==> config.mk <==
export PLATFORM = sky130hd
export DESIGN_NAME = serial_subtractor
export DESIGN_NICKNAME = d
export VERILOG_FILES = /design/src/rtl/serial_sub_pkg.sv /design/src/rtl/serial_subtractor_fs_cell.sv /design/src/rtl/serial_subtractor.sv
export SDC_FILE = /design/constraint.sdc
export NUM_CORES = 1
export LEC_CHECK = 0
export ABC_CLOCK_PERIOD_IN_PS = 1650
export BUFFER_PORTS_ARGS = -buffer_cell sky130_fd_sc_hd__buf_2
export CAP_MARGIN = 25
export CELL_PAD_IN_SITES_DETAIL_PLACEMENT = 2
export CELL_PAD_IN_SITES_GLOBAL_PLACEMENT = 2
export CORE_ASPECT_RATIO = 0.75
export CORE_MARGIN = 10
export CORE_UTILIZATION = 32
export DETAILED_ROUTE_END_ITERATION = 10
export GPL_TIMING_DRIVEN = 0
export PLACE_DENSITY_LB_ADDON = 0.1
export SLEW_MARGIN = 10
export SYNTH_ARGS = -nofsm -noshare
export SYNTH_HDL_FRONTEND = slang
export SYNTH_SLANG_ARGS = --single-unit
export TNS_END_PERCENT = 5
==> constraint.sdc <==
create_clock -name clk -period 1.65 [get_ports clk]
set_clock_uncertainty 0.05 [all_clocks]
set_input_delay 0.0825 -clock clk [delete_from_list [all_inputs] [get_ports clk]]
set_output_delay 0.0825 -clock clk [all_outputs]
set_load 0.02 [all_outputs]
==> src/rtl/serial_sub_pkg.sv <==
// Shared definitions for the bit-serial subtractor: FSM state encoding and
// the legal range of the operand width parameter.
package serial_sub_pkg;

   typedef enum logic [1:0] {
      IDLE  = 2'd0,
      SHIFT = 2'd1,
      DONE  = 2'd2
   } state_t;

   localparam int unsigned WIDTH_MIN = 2;
   localparam int unsigned WIDTH_MAX = 64;

   function automatic bit width_legal(input int unsigned w);
      return (w >= WIDTH_MIN) && (w <= WIDTH_MAX);
   endfunction

endpackage

==> src/rtl/serial_subtractor_fs_cell.sv <==
// Combinational 1-bit full subtractor (x - y - br) built from two
// half-subtractor stages; the two stage borrows are ORed into the borrow-out.
module fs_cell (
   input  logic i_x,
   input  logic i_y,
   input  logic i_br,
   output logic o_d,
   output logic o_br
);

   logic w_d1;
   logic w_b1;
   logic w_b2;

   // first half subtractor: x - y
   assign w_d1 = i_x ^ i_y;
   assign w_b1 = ~i_x & i_y;

   // second half subtractor: (x - y) - br
   assign w_b2 = ~w_d1 & i_br;
   assign o_d  = w_d1 ^ i_br;
   assign o_br = w_b1 | w_b2;

endmodule

==> src/rtl/serial_subtractor.sv <==
// Bit-serial WIDTH-bit subtractor: diff = a - b - bin, one bit per clock,
// LSB first, with a start/busy/done handshake.
// Optional feature: define SERIAL_SUB_OVF_EN to add the signed-overflow
// output ovf, registered together with diff on entry to DONE.
module serial_subtractor
   import serial_sub_pkg::*;
#(
   parameter int unsigned WIDTH = 8
) (
   input  logic             clk,
   input  logic             rst,
   input  logic             start,
   input  logic [WIDTH-1:0] a,
   input  logic [WIDTH-1:0] b,
   input  logic             bin,
   output logic             busy,
   output logic             done,
   output logic [WIDTH-1:0] diff,
   output logic             bout
`ifdef SERIAL_SUB_OVF_EN
   ,
   output logic             ovf
`endif
);

   localparam int unsigned CW = $clog2(WIDTH);

   generate
      if (!width_legal(WIDTH)) begin : g_width_check
         $error("serial_subtractor: WIDTH out of range 2..64");
      end
   endgenerate

   state_t           r_state;
   state_t           w_next;
   logic [WIDTH-1:0] r_a_sh;
   logic [WIDTH-1:0] r_b_sh;
   logic [WIDTH-1:0] r_res_sh;
   logic [WIDTH-1:0] r_diff;
   logic [WIDTH-1:0] w_res_next;
   logic [CW-1:0]    r_cnt;
   logic             r_br;
   logic             r_bout;
   logic             w_d;
   logic             w_br;
   logic             w_last;
`ifdef SERIAL_SUB_OVF_EN
   logic             r_sa;
   logic             r_sb;
   logic             r_ovf;
`endif

   fs_cell u_fs_cell (
      .i_x  (r_a_sh[0]),
      .i_y  (r_b_sh[0]),
      .i_br (r_br),
      .o_d  (w_d),
      .o_br (w_br)
   );

   assign w_res_next = {w_d, r_res_sh[WIDTH-1:1]};
   assign w_last     = (r_cnt == CW'(WIDTH - 1));
   assign diff       = r_diff;
   assign bout       = r_bout;
`ifdef SERIAL_SUB_OVF_EN
   assign ovf        = r_ovf;
`endif

   // state register; reset has priority over start
   always_ff @(posedge clk) begin
      if (rst) begin
         r_state <= IDLE;
      end else begin
         r_state <= w_next;
      end
   end

   // next-state and handshake outputs
   always_comb begin
      w_next = r_state;
      busy   = 1'b0;
      done   = 1'b0;
      case (r_state)
         IDLE: begin
            if (start) begin
               w_next = SHIFT;
            end
         end
         SHIFT: begin
            busy = 1'b1;
            if (w_last) begin
               w_next = DONE;
            end
         end
         DONE: begin
            done   = 1'b1;
            w_next = IDLE;
         end
         default: begin
            w_next = IDLE;
         end
      endcase
   end

   // operand capture, serial shift datapath and result registers
   always_ff @(posedge clk) begin
      if (rst) begin
         r_a_sh   <= '0;
         r_b_sh   <= '0;
         r_res_sh <= '0;
         r_cnt    <= '0;
         r_br     <= 1'b0;
         r_diff   <= '0;
         r_bout   <= 1'b0;
`ifdef SERIAL_SUB_OVF_EN
         r_sa     <= 1'b0;
         r_sb     <= 1'b0;
         r_ovf    <= 1'b0;
`endif
      end else begin
         case (r_state)
            IDLE: begin
               if (start) begin
                  r_a_sh <= a;
                  r_b_sh <= b;
                  r_br   <= bin;
                  r_cnt  <= '0;
`ifdef SERIAL_SUB_OVF_EN
                  r_sa   <= a[WIDTH-1];
                  r_sb   <= b[WIDTH-1];
`endif
               end
            end
            SHIFT: begin
               r_res_sh <= w_res_next;
               r_a_sh   <= {1'b0, r_a_sh[WIDTH-1:1]};
               r_b_sh   <= {1'b0, r_b_sh[WIDTH-1:1]};
               r_br     <= w_br;
               r_cnt    <= r_cnt + CW'(1);
               if (w_last) begin
                  r_diff <= w_res_next;
                  r_bout <= w_br;
`ifdef SERIAL_SUB_OVF_EN
                  r_ovf  <= (r_sa != r_sb) && (w_res_next[WIDTH-1] != r_sa);
`endif
               end
            end
            default: begin
            end
         endcase
      end
   end

endmodule

==> run_results.csv <==
group,metric,value,unit
timing,finalSetupTns,0,ns
logic_synthesis,synth_area,1597,um2
timing,setup_ws,0.1269,ns
detailed_routing,drtIter0Drc,41,
detailed_routing,drt-total-wl,4.435,mm
die,start_util,32.77,%
logic_synthesis,yosys.area.top_type_share,47.65,%
die,rows,22,
finish,antennaDiodeCount,0,
finish,finish.net_count,232,
global_route,overflow,0,
finish,regArea,760.7,um2
setup_path,cpPeakStageDelay,0.47,ns
setup_path,cp.required,1.52,ns
setup_path,cp_cell_sequence,"nand2b_1 -> buf_6 -> inv_4 -> buf_6 -> buf_2",
setup_path,crit_type,"reg2out",
global_route,grt_pass1_vias,1466,
global_route,grt_pass1_wl,7.534,mm
setup_path,cp_slowest_cell,"dfxtp_1",
logic_synthesis,synth_seq_cells,38,
detailed_routing,drcViolationCount,0,
clock_tree,cts_sinks,38,
clock_tree,cts-htree-levels,2,
finish,drive_gt1_share,25.24,%
clock_tree,cts_tree,"yes",
logic_synthesis,yosys.area.top_type,"dfxtp_1",
timing,tightestPinTransition,0.5281,ns
power,seqPwrFrac,44.7,%
die,die_h,81.17,um
timing,period_share,92.31,%
power,p_leak,0.8298,nW
place,dp_slack,0.1552,ns
die,die_w,101.6,um
detailed_routing,vias,1311,
timing,hold_violations,0,
global_route,grt_max_degree,13,
timing,rsz0062_at_grt,"no",
die,dieArea,8244,um2
clock_tree,path_clk_slew,0.08,ns
detailed_routing,avgRoutedWirePerCell,16.43,um
power,vdd_drop_max,0.0004531,V
timing,setup_viol,0,
power,sw_frac_of_total,22.43,%
finish,area_growth,24.14,%
global_route,grt_use_total,11.72,%
setup_path,cp_max_fo,10,
power,clock_power_share,44.6,%
clock_tree,cts_max_path_buffers,2,
timing,max_slew_margin,64.79,%
power,p_int,0.001713,W
logic_synthesis,yosysWarnings,0,
logic_synthesis,synthTopCellsByArea,"dfxtp_1 (48%), mux2i_1 (10%), a211oi_1 (7.5%)",
detailed_routing,drt-vias-per-instance,4.856,
logic_synthesis,syn_inst,171,
timing,max_freq,656.6,MHz
outcome,status,"finished clean",
logic_synthesis,syn_nets,194,
logic_synthesis,synthDistinctLibCells,25,
flow_run,maxCapViolCount,0,
power,p_per_area,1114,nW/um2
setup_path,crit_buf_inv,4,
die,core_area,4872,um2
setup_path,crit_top_cell,"buf_6",
timing,slew_viol_final,0,
clock_tree,cts-root-buf,"clkbuf_8",
setup_path,crit_family,"buffers and inverters",
logic_synthesis,seq_area_frac_synth,47.65,%
worst_hold_path,hold_path.class,"in2reg",
logic_synthesis,avgSynthCellArea,9.336,um2
die,ioPinCount,31,
setup_path,critPathLaunchType,"flip-flop",
power,pwr-share-comb,10.6,%
global_route,antenna_found_initial,0,
place,portBuffers,29,
finish,num-fill-cells,538,
place,gp_congestion,0.6784,
setup_path,crit_path_end_kind,"output pin",
detailed_routing,ant_nets,0,
clock_tree,insertion_delay,0.29,ns
timing,period_minus_slack,1.523,ns
clock_tree,numCtsBuffers,5,
finish,multiInputGateArea,713.2,um2
detailed_routing,firstDrtPassIters,4,
power,p_switching,0.0004953,W
place,dp_hpwl,3.226,mm
setup_path,worstPathArrival,1.39,ns
==> per-stage QoR <==
| stage | instance area (um2) | utilization, % | hold WS (ns) | power (W) | instances |
|---|---|---|---|---|---|
| after global placement | 1817 | 37.29 | 0.2708 | 0.001225 | 260 |
| after global routing | 1982 | 40.68 | 0.05740 | 0.002308 | 270 |
| final | 1982 | 40.68 | 0.03826 | 0.002208 | 270 |
| after floorplan | 1597 | - | 0.1808 | 0.001164 | 171 |
| after detailed placement | 1817 | 37.29 | 0.2886 | 0.001245 | 260 |
| after CTS | 1979 | 40.63 | 0.04212 | 0.002246 | 270 |
==> flip-flops by register name, indices dropped and copies added (netlist names) <==
name,cells
bout,1
diff,8
r_a_sh,8
r_b_sh,8
r_br,1
r_cnt,3
r_res_sh,7
r_state,2
==> cell families after synthesis <==
family	Yosys count	synth area share, %
and+or+nand+nor	58	15.05
AOI/OAI and AO/OA	38	16.61
DFF	38	47.65
buffers and inverters	18	7.836
muxes	16	10.03
adders and majority gates	3	2.821
==> timing repair <==
action                                  in CTS  in global routing
endpoints found under the setup margin       0                  1
resized for setup                            0                  1
hold buffers                                 2                  0
setup buffers                                0                  0
endpoints found under the hold margin        2                  0
==> layout by cell type (no fill, tap or decap), drive strengths merged <==
| cell type | instances |
|---|---|
| fa | 1 |
| o21ba | 1 |
| dlygate4sd3 | 2 |
| nor2b | 1 |
| nor3 | 1 |
| nor2 | 22 |
| inv | 5 |
| and3b | 1 |
| mux2i | 16 |
| nand2 | 30 |
| bufinv | 2 |
| a211oi | 17 |
| nor3b | 1 |
| nand2b | 1 |
| buf | 40 |
| clkbuf | 8 |
| nand3b | 1 |
| a21oi | 15 |
| o21bai | 1 |
| ha | 2 |
| dfxtp | 38 |
| a22oi | 4 |
==> power by group through the flow <==
stage               combinational (W)  sequential [W]  clock, W
floorplan                    0.000165         0.00100         0
global placement             0.000221         0.00100         0
detailed placement           0.000236         0.00101         0
CTS                          0.000240        0.000988   0.00102
global route                 0.000263        0.000994   0.00105
finish                       0.000235        0.000987  0.000986
==> worst paths after layout <==
| path | slack (ns) | startpoint | to | depth (start not counted) |
|---|---|---|---|---|
| worst min-delay path | 0.04 | rst | r_b_sh[3] | 2 |
| worst min register to register | 0.41 | r_res_sh[1] | diff[0] | 2 |
| worst max-delay path | 0.13 | r_state[1] | busy | 5 |
| worst max register to register | 0.15 | r_cnt[0] | bout | 6 |
==> synth_stat cells <==
cell	count
o21ba_4	1
a22oi_1	4
o21bai_2	1
a21oi_1	15
ha_1	2
buf_2	2
nor3b_1	1
inv_1	4
a211oi_1	16
mux2i_1	16
dfxtp_1	38
clkbuf_1	2
nand3b_2	1
inv_4	1
nor3_1	1
buf_4	2
nor2_1	22
fa_1	1
and3b_1	1
buf_1	1
nor2b_1	1
nand2b_1	1
nand2_1	30
buf_6	6
a211oi_2	1
==> layout make-up <==
class	count	area share, %
clock buffers	6	4.167
inverters	5	1.073
clock inverters	2	3.030
multi-input cells	115	35.98
plain buffers	13	5.240
flip-flops and latches	38	38.38
well taps	60	3.788
repair buffers	31	8.333
==> routing by layer <==
metal  wire length [um]  global-route usage (%)  vias up
li1                   -                       -      660
met1               2136                   14.38      625
met2               2036                   19.12       21
met3                219                   3.732        5
met4                 42                   3.846        0
met5                  0                       0        -
==> worst register-to-register path: stages, from the launching register on <==
cell and delay [ns]:
dfxtp_1 0.38, ha_1 0.17, ha_2 0.21, and3b_1 0.17
buf_4 0.16, nor2_1 0.06, a211oi_1 0.21
Power figures use the tool's default switching activity.
